===== config.mk =====
export PLATFORM = sky130hd
export DESIGN_NAME = vram_wr_sched_flat
export DESIGN_NICKNAME = d
export VERILOG_FILES = /design/src/rtl/vram_wr_sched_pkg.sv /design/src/rtl/vram_wr_sched_if.sv /design/src/rtl/vram_wr_sched_rr_arbiter.sv /design/src/rtl/vram_wr_sched.sv /design/src/flat_wrapper.sv
export SDC_FILE = /design/constraint.sdc
export NUM_CORES = 1
export LEC_CHECK = 0
export BUFFER_PORTS_ARGS = -buffer_cell sky130_fd_sc_hd__buf_2
export CORE_MARGIN = 1
export CORE_UTILIZATION = 35
export CTS_BUF_LIST = sky130_fd_sc_hd__clkbuf_4 sky130_fd_sc_hd__clkbuf_8 sky130_fd_sc_hd__clkbuf_16
export CTS_CLUSTER_SIZE = 20
export DETAILED_ROUTE_END_ITERATION = 10
export MAX_ROUTING_LAYER = met4
export PLACE_DENSITY = 0.65
export SYNTH_ARGS = -nofsm -noshare
export SYNTH_HDL_FRONTEND = slang
export SYNTH_SLANG_ARGS = --single-unit

===== constraint.sdc =====
create_clock -name clk -period 3.4 [get_ports clk]
set_input_delay 0.51 -clock clk [delete_from_list [all_inputs] [get_ports clk]]
set_output_delay 0.51 -clock clk [all_outputs]
set_load 0.03 [all_outputs]

===== src/rtl/vram_wr_sched_pkg.sv =====
// vram_wr_sched_pkg: shared canvas constants and FSM state type for the VRAM
// write scheduler. The CLEAR state exists only when VRAM_CLEAR_EN is defined.
package vram_wr_sched_pkg;

  localparam int RGB_W      = 12;
  localparam int CANVAS_H   = 200;
  localparam int CANVAS_V   = 150;
  localparam int CANVAS_PIX = CANVAS_H * CANVAS_V;
  localparam int VRAM_DW    = 15;

  localparam logic [RGB_W-1:0] BG_DEFAULT = 12'h000;

`ifdef VRAM_CLEAR_EN
  typedef enum logic {
    S_IDLE  = 1'b0,
    S_CLEAR = 1'b1
  } state_t;
`else
  typedef enum logic {
    S_IDLE = 1'b0
  } state_t;
`endif

endpackage


===== src/rtl/vram_wr_sched_if.sv =====
// vram_wr_sched_if: client request/grant bundle plus the VRAM write port.
// The master side is the clients + VRAM, the slave side is the scheduler.
interface vram_wr_sched_if
  import vram_wr_sched_pkg::*;
#(
  parameter int NREQ = 4,
  parameter int DW   = VRAM_DW
);

  logic [NREQ-1:0]       req;
  logic [NREQ*DW-1:0]    req_addr;
  logic [NREQ*RGB_W-1:0] req_data;
  logic [NREQ-1:0]       gnt;
  logic                  we;
  logic [DW-1:0]         waddr;
  logic [RGB_W-1:0]      wdata;

  modport master (
    output req, req_addr, req_data,
    input  gnt, we, waddr, wdata
  );

  modport slave (
    input  req, req_addr, req_data,
    output gnt, we, waddr, wdata
  );

endinterface


===== src/rtl/vram_wr_sched_rr_arbiter.sv =====
// vram_wr_sched_rr_arbiter: combinational rotating-priority picker. Searches
// the request vector starting at the round-robin pointer, wrapping modulo NREQ,
// and returns the one-hot winner and its index.
module vram_wr_sched_rr_arbiter #(
  parameter int NREQ = 4,
  parameter int PW   = 2
) (
  input  logic [NREQ-1:0] i_req,
  input  logic [PW-1:0]   i_rr,
  output logic [NREQ-1:0] o_gnt,
  output logic [PW-1:0]   o_idx,
  output logic            o_valid
);

  // First asserted request at or after the pointer wins
  always_comb begin
    logic [PW:0]   sum;
    logic [PW-1:0] j;
    o_gnt   = '0;
    o_idx   = '0;
    o_valid = 1'b0;
    sum     = '0;
    j       = '0;
    for (int k = 0; k < NREQ; k++) begin
      sum = {1'b0, i_rr} + (PW+1)'(k);
      if (sum >= (PW+1)'(NREQ)) begin
        sum = sum - (PW+1)'(NREQ);
      end
      j = sum[PW-1:0];
      if (!o_valid && i_req[j]) begin
        o_valid  = 1'b1;
        o_gnt[j] = 1'b1;
        o_idx    = j;
      end
    end
  end

endmodule


===== src/rtl/vram_wr_sched.sv =====
// vram_wr_sched: sole writer of the canvas VRAM. Round-robin arbitration among
// NREQ drawing clients, one write per cycle, with an address range check.
// Optional hardware canvas clear at vertical blank: define VRAM_CLEAR_EN.
module vram_wr_sched
  import vram_wr_sched_pkg::*;
#(
  parameter int               DW       = VRAM_DW,
  parameter int               H_LEN    = CANVAS_H,
  parameter int               V_LEN    = CANVAS_V,
  parameter int               NREQ     = 4,
  parameter logic [RGB_W-1:0] BG_COLOR = BG_DEFAULT
) (
  input  logic           clk,
  input  logic           rstn,
  input  logic           vblank,
  vram_wr_sched_if.slave bus,
  output logic           busy,
  output logic           oob_err
);

  localparam int PW   = (NREQ > 1) ? $clog2(NREQ) : 1;
  localparam int NPIX = H_LEN * V_LEN;

  state_t           r_state;
  logic [PW-1:0]    r_rr;
  logic [NREQ-1:0]  r_gnt;
  logic             r_we;
  logic [DW-1:0]    r_waddr;
  logic [RGB_W-1:0] r_wdata;
  logic             r_oob;

  logic [NREQ-1:0]  w_req_elig;
  logic [NREQ-1:0]  w_arb_gnt;
  logic [PW-1:0]    w_arb_idx;
  logic             w_arb_valid;
  logic [DW-1:0]    w_sel_addr;
  logic [RGB_W-1:0] w_sel_data;
  logic             w_sel_oob;
  logic [PW-1:0]    w_rr_next;
  logic             w_do_grant;

  // A client just granted still holds req this cycle; hide it so it is not granted twice
  assign w_req_elig = bus.req & ~r_gnt;

  vram_wr_sched_rr_arbiter #(
    .NREQ (NREQ),
    .PW   (PW)
  ) u_arb (
    .i_req   (w_req_elig),
    .i_rr    (r_rr),
    .o_gnt   (w_arb_gnt),
    .o_idx   (w_arb_idx),
    .o_valid (w_arb_valid)
  );

  assign w_sel_addr = bus.req_addr[int'(w_arb_idx)*DW +: DW];
  assign w_sel_data = bus.req_data[int'(w_arb_idx)*RGB_W +: RGB_W];
  assign w_sel_oob  = (32'(w_sel_addr) >= NPIX);
  assign w_rr_next  = (int'(w_arb_idx) == NREQ - 1) ? '0 : w_arb_idx + 1'b1;

`ifdef VRAM_CLEAR_EN
  logic          r_busy;
  logic [DW-1:0] r_clr_left;
  logic          w_clr_done;

  assign w_clr_done = (r_clr_left == '0);
  // vblank in IDLE wins over a pending grant; the last clear cycle may already grant
  assign w_do_grant = w_arb_valid &&
                      (((r_state == S_IDLE) && !vblank) ||
                       ((r_state == S_CLEAR) && w_clr_done));
  assign busy       = r_busy;
`else
  logic w_unused_cfg;

  assign w_unused_cfg = vblank ^ (|BG_COLOR);
  assign w_do_grant   = w_arb_valid;
  assign busy         = 1'b0;
`endif

  // FSM: clear sequencing, arbitration grants and the registered write port
  always_ff @(posedge clk) begin
    if (!rstn) begin
      r_state    <= S_IDLE;
      r_rr       <= '0;
      r_gnt      <= '0;
      r_we       <= 1'b0;
      r_waddr    <= '0;
      r_wdata    <= '0;
      r_oob      <= 1'b0;
`ifdef VRAM_CLEAR_EN
      r_busy     <= 1'b0;
      r_clr_left <= '0;
`endif
    end else begin
      r_gnt <= '0;
      r_we  <= 1'b0;
      case (r_state)
        S_IDLE: begin
`ifdef VRAM_CLEAR_EN
          if (vblank) begin
            r_state    <= S_CLEAR;
            r_busy     <= 1'b1;
            r_we       <= 1'b1;
            r_waddr    <= '0;
            r_wdata    <= BG_COLOR;
            r_clr_left <= DW'(NPIX - 1);
          end
`endif
        end
`ifdef VRAM_CLEAR_EN
        S_CLEAR: begin
          if (w_clr_done) begin
            r_state <= S_IDLE;
            r_busy  <= 1'b0;
          end else begin
            r_we       <= 1'b1;
            r_waddr    <= r_waddr + 1'b1;
            r_clr_left <= r_clr_left - 1'b1;
          end
        end
`endif
        default: r_state <= S_IDLE;
      endcase
      if (w_do_grant) begin
        r_gnt   <= w_arb_gnt;
        r_rr    <= w_rr_next;
        r_waddr <= w_sel_addr;
        r_wdata <= w_sel_data;
        if (w_sel_oob) begin
          r_oob <= 1'b1;
        end else begin
          r_we <= 1'b1;
        end
      end
    end
  end

  assign bus.gnt   = r_gnt;
  assign bus.we    = r_we;
  assign bus.waddr = r_waddr;
  assign bus.wdata = r_wdata;
  assign oob_err   = r_oob;

endmodule


===== src/flat_wrapper.sv =====
// flat-port wrapper written by rule: the top's interface ports become plain ports
module vram_wr_sched_flat import vram_wr_sched_pkg::*;
#(
  parameter int               DW       = VRAM_DW,
  parameter int               H_LEN    = CANVAS_H,
  parameter int               V_LEN    = CANVAS_V,
  parameter int               NREQ     = 4,
  parameter logic [RGB_W-1:0] BG_COLOR = BG_DEFAULT
)
  (clk, rstn, vblank, busy, oob_err, bus_req, bus_req_addr, bus_req_data, bus_gnt, bus_we, bus_waddr, bus_wdata);
  vram_wr_sched_if #(.NREQ(NREQ), .DW(DW)) bus_i ();
  input  logic clk;
  input  logic rstn;
  input  logic vblank;
  output logic busy;
  output logic oob_err;
  input wire logic [$bits(bus_i.req)-1:0] bus_req;
  input wire logic [$bits(bus_i.req_addr)-1:0] bus_req_addr;
  input wire logic [$bits(bus_i.req_data)-1:0] bus_req_data;
  output wire logic [$bits(bus_i.gnt)-1:0] bus_gnt;
  output wire logic [$bits(bus_i.we)-1:0] bus_we;
  output wire logic [$bits(bus_i.waddr)-1:0] bus_waddr;
  output wire logic [$bits(bus_i.wdata)-1:0] bus_wdata;
  assign bus_i.req = bus_req;
  assign bus_i.req_addr = bus_req_addr;
  assign bus_i.req_data = bus_req_data;
  assign bus_gnt = bus_i.gnt;
  assign bus_we = bus_i.we;
  assign bus_waddr = bus_i.waddr;
  assign bus_wdata = bus_i.wdata;
  vram_wr_sched #(.DW(DW), .H_LEN(H_LEN), .V_LEN(V_LEN), .NREQ(NREQ), .BG_COLOR(BG_COLOR)) u_core (.clk(clk), .rstn(rstn), .vblank(vblank), .bus(bus_i), .busy(busy), .oob_err(oob_err));
endmodule

# ---- Word-level counts from Yosys, hierarchy flattened
# Cells that the tools add are included.
dict set report totals {
  regBits 35
  elab_cells 83
  inputBits 115
  output_inout_bits 34
}
dict set report classes {
  reduce_logical 12
  multipliers 2
  bitwise 5
  eq_ne 1
  magnitude_cmp 13
  shifts 2
  n_mux 34
  add_sub_neg 8
}
# operator count
set op_table {}
lappend op_table {{60-bit by 32-bit variable part select with 15-bit output} 1}
lappend op_table {{48-bit by 32-bit variable part select with 12-bit output} 1}
lappend op_table {{2-bit 2-to-1 mux} 9}
lappend op_table {{4-bit 2-to-1 mux} 4}
lappend op_table {{15-bit greater-or-equal comparator, second input constant} 1}
lappend op_table {{1-bit 2-to-1 mux} 13}
lappend op_table {{2-bit by 3-bit less-than comparator with 1-bit output, second input constant} 4}
lappend op_table {{4-bit bitwise OR} 3}
lappend op_table {{3-bit greater-or-equal comparator, second input constant} 3}
lappend op_table {{1-bit binary-select mux with 2-bit select} 4}
lappend op_table {{1-bit demux with 2-bit select} 4}
lappend op_table {{2-bit by 1-bit greater-or-equal comparator with 1-bit output, second input constant} 4}
lappend op_table {{2-bit by 1-bit subtractor with 2-bit output, second input constant} 4}
lappend op_table {{1-bit logical AND} 7}
lappend op_table {{2-bit by 2-bit adder with 3-bit output, second input constant} 2}
lappend op_table {{2-bit by 4-bit multiplier with 6-bit output, second input constant} 1}
lappend op_table {{4-bit bitwise AND} 1}
lappend op_table {{2-bit by 2-bit multiplier with 4-bit output, second input constant} 1}
lappend op_table {{4-bit inverter} 1}
lappend op_table {{2-bit AND reduction} 2}
lappend op_table {{2-bit by 1-bit adder with 3-bit output, second input constant} 1}
lappend op_table {{2-bit by 3-bit greater-or-equal comparator with 1-bit output, second input constant} 1}
lappend op_table {{1-bit zero test} 3}
lappend op_table {{2-bit by 1-bit adder with 2-bit output, second input constant} 1}
lappend op_table {{2-bit by 1-bit == test with 1-bit output, second input constant} 1}

# ---- Depth between registers and ports, before layout
dict set report logic_depth {
  word_depth 18
  depth_mapped 14
}

# ---- By module
# Synthesis repeated with hierarchy kept, for this count alone.
dict set report hier_totals {
  hier_cells 199
  area_unflattened_um2 2456.1
}
# mod area_each_um2 instances cells_each
set modules_own_cells {}
lappend modules_own_cells {vram_wr_sched 2034.5 1 154}
lappend modules_own_cells {vram_wr_sched_rr_arbiter 421.7 1 45}

# ---- Least setup slack after synthesis
# No wires, ideal clock.
dict set report synth_path {
  path_type {register to register}
  from {register u_core.r_rr[0]}
  to {register u_core.r_oob, in the netlist u_core.oob_err}
  path_buffers 2
  path_slack_ps 557
  arrival_ps 2726
  path_stages_with_launch 12
  path_cell_list {dfxtp_1 > inv_1 > ha_1 > buf_4 > inv_2 > mux4_2 > nor2b_4 > buf_4 > o311a_1 > a32oi_1 > o2111ai_2 > a32o_1}
}
dict set report synth_via {
  elab_chain_cells 18
}
# item line
set synth_lines {}
lappend synth_lines {{start: declaration} vram_wr_sched.sv:25} ;# logic [PW-1:0] r_rr;
lappend synth_lines {{start signal: assignment} vram_wr_sched.sv:126} ;# r_rr <= w_rr_next;
lappend synth_lines {{branches (longest 17 deep; another with 2-bit by 1-bit adder with 3-bit output)} --}
lappend synth_lines {{2-bit AND reduction (no source line) (*)} --}
lappend synth_lines {{end signal: assignment} vram_wr_sched.sv:89} ;# r_oob <= 1'b0;
lappend synth_lines {{end signal: assignment} vram_wr_sched.sv:130} ;# r_oob <= 1'b1;
lappend synth_lines {{end: declaration} vram_wr_sched.sv:30} ;# logic r_oob;
# Mark *: on every way between the ends. The select of a mux whose other input is x is not followed.
# A chain may end at the register's enable or synchronous reset.

# ---- Final worst setup path
dict set report layout_path {
  from {register u_core.r_rr[1]}
  to {register u_core.r_oob, in the netlist u_core.oob_err}
}
# Same word-level chain as after synthesis.

==> metrics.yaml <==
setup_path:
  end_kind: "register"
  arrival_ns: 3.31
  critPathMaxStageDelay_ns: 0.51
  required_ns: 3.58
  start_kind: "register"
  crit_chain: "inv_2, ha_1, inv_2, mux4_2, nor2b_4, o31ai_4, buf_4, o21bai_1, o2111ai_2, a32o_1"
  critPathKind: "register to register"
  timing.reg2reg.setup_slack_ns: 0.27
  path_common_cell: "inv_2"
  crit_fanout: 18
  cpMaxStageDelayCell: "mux4_2"
synthesis:
  yosys.area.top_type: "dfxtp_1"
  synth_ff_type: "dfxtp_1"
  ys_seq_area_share_pct: 25.9
  synthCells: 389
  postSynthAreaPerCell_um2: 6.96
  synth_edf_count: 0
  synth_area_leaders: "dfxtp_1 (26%), nand2_1 (20%), o211ai_1 (6.9%)"
  syn-cell-area_mm2: 0.00271
  async_flop_share_pct: 0
  synth_top_cell_area_share_pct: 25.9
  yosys_warnings: 0
  netlist_top_cells_count: "nand2_1 (147), dfxtp_1 (35), nand3_1 (25), o211ai_1 (25), a21oi_1 (16)"
  synth_seq_cells: 35
  synthDistinctLibCells: 46
  yosysMostFrequentCell: "nand2_1"
  synth_nets: 508
drt:
  firstDrtPassIters: 4
  finalWirelength_um: 8520
  routed.top_layer: "met4"
  vias: 3228
  met2RoutedLength_um: 4110
  drt_iter0_markers: 154
  viasPerCell: 5.16
  drc_errors: 0
  wl_met1_um: 3800
  ant_nets: 0
  routedWlPerCell_um: 13.6
  route.met3.wl_um: 589
final_layout:
  post-route-util_pct: 49.0
  fin_cells: 625
  num-nets-final: 644
  syn_to_final_growth_pct: 33.4
  final_cell_area_mm2: 0.00361
  drive_gt1_share_pct: 35.0
  antenna_cells: 0
placed_design:
  gp_congestion: 0.784
  post-dp-hpwl_um: 6560
  place_inst: 617
  io_buffers: 146
  place_area_mm2: 0.00352
cts:
  cts_max_level: 2
  ctsHoldBuffers: 0
  cts_made_buffers: 5
  cts_setup_buffers: 0
  cts-root-buf: "clkbuf_8"
  clockBufferDepth: 2
  cts_sinks: 35
  insertion_delay_ns: 0.28
  cts_resized: 0
  cts_tree: "yes"
  path_clk_slew_ns: 0.08
timing:
  finalSetupViolCount: 0
  drv_slew: 0
  finalCriticalPeriod_ns: 3.13
  clock_skew_ns: 0.00233
  worst-slew-pin-transition_ns: 0.639
  hold_viol_final: 0
  max_freq_mhz: 320
  maxSlewHeadroom_pct: 57.2
  rsz0062_at_grt: "false"
  fin_crit_sh_pct: 92.0
  tns_ns: 0
power_and_ir_drop:
  p_int_w: 0.00176
  p_clk_share_pct: 8.5
  power_w: 0.00368
  p_per_area_mw_per_mm2: 1020
  ir_drop_mv: 0.321
  switching_share_pct: 52.0
  p_leak_nw: 1.75
  p_switching_w: 0.00191
  power_frac_seq_pct: 18.8
  comb_power_share_pct: 72.8
floorplan:
  placementRows: 31
  die_w_um: 89.9
  die_h_um: 89.9
  dieArea_mm2: 0.00809
  io_pins: 149
  core_mm2: 0.00737
  start_util_pct: 36.7
run:
  cap_violations: 0
global_routing:
  antenna_found_initial: 0
  grt_max_degree: 34
  grt_overflow: 0
  grt_usage_pct: 21.5
  grt_pass1_wl_um: 13900
  grt_pass1_vias: 2939
run_status:
  status: "finished, final reports clean"
hold_path:
  holdCritPathClass: "register to register"
==> per-layer routing <==
| metal | vias to the layer above | GRT usage, % |
|---|---|---|
| li1 | 1633 | - |
| met1 | 1453 | 26.8 |
| met2 | 140 | 36.4 |
| met3 | 2 | 4.31 |
| met4 | 0 | 3.76 |
| met5 | - | - |
==> registers in the layout (all words and copies together), names as in the netlist <==
register	cells
u_core.bus.waddr	15
u_core.bus.wdata	12
u_core.bus.gnt	4
u_core.r_rr	2
u_core.bus.we	1
u_core.oob_err	1
==> layout by cell type, fill, tap and decap left out, drive strengths merged, types with 5 or more instances in the layout <==
cell / Yosys / routed
dfxtp: 35 / 35
nor2b: 5 / 5
clkbuf: 15 / 6
a21boi: 23 / 23
nor3: 12 / 12
o21ai: 7 / 7
a21oi: 16 / 16
nand3: 25 / 25
and2: 5 / 5
nand2: 147 / 147
mux2i: 10 / 10
o211ai: 25 / 25
mux2: 5 / 5
buf: 14 / 158
==> final cells by class <==
cell class | count | area, um^2
sequential | 35 | 701
timing repair buffer | 158 | 821
clock buffer | 6 | 76.3
clock inverter | 2 | 12.5
tap | 99 | 124
inverter | 4 | 15.0
fill | 799 | 3760
multi-input combinational | 321 | 1860
==> path summary, 6_finish.rpt <==
path	startpoint	endpoint	cells past startpoint
max	u_core.r_rr[1]$_SDFFE_PN0P_	u_core.oob_err$_SDFFE_PN0P_	10
min	u_core.bus.waddr[4]$_SDFFE_PN0P_	u_core.bus.waddr[4]$_SDFFE_PN0P_	2
max reg2reg	u_core.r_rr[1]$_SDFFE_PN0P_	u_core.oob_err$_SDFFE_PN0P_	10
min reg2reg	u_core.bus.waddr[4]$_SDFFE_PN0P_	u_core.bus.waddr[4]$_SDFFE_PN0P_	2
==> power by group through the flow <==
stage                     clock network [W]  logic (W)  registers [W]
after detailed placement                  0    0.00267       0.000701
after global placement                    0    0.00264       0.000695
final                              0.000312    0.00268       0.000690
after CTS                          0.000318    0.00268       0.000694
after floorplan                           0    0.00175        0.00102
after global routing               0.000337    0.00296       0.000717
==> logic make-up (layout without fill, tap and decap cells) <==
kind of cell / count (synthesis) / in the layout / share of synthesized area [%]
AOI/OAI and AO/OA: 91 / 91 / 25.1
xor gates and xnor gates: 1 / 1 / 0.324
adders and majority gates: 4 / 4 / 1.85
buffers and inverters: 33 / 170 / 5.78
DFF: 35 / 35 / 25.9
muxes: 17 / 17 / 7.44
other: 1 / 1 / 0.139
and+or+nand+nor: 207 / 207 / 33.5
==> worst max-delay path, delay by kind of cell, from the launching register on <==
family                     cells  cell delay, ns
AOI/OAI and AO/OA              4            1.04
muxes                          1            0.51
and+or+nand+nor                1            0.19
buffers and inverters          3            0.49
DFF                            1            0.47
adders and majority gates      1            0.32
==> stage by stage <==
stage | worst slack [ns] | hold WS [ns]
finish | 0.273 | 0.452
global route | 0.125 | 0.478
CTS | 0.271 | 0.459
detailed placement | 0.291 | 0.447
global placement | 0.339 | 0.436
floorplan | 0.557 | 0.511
(Power assumes the default switching activity.)
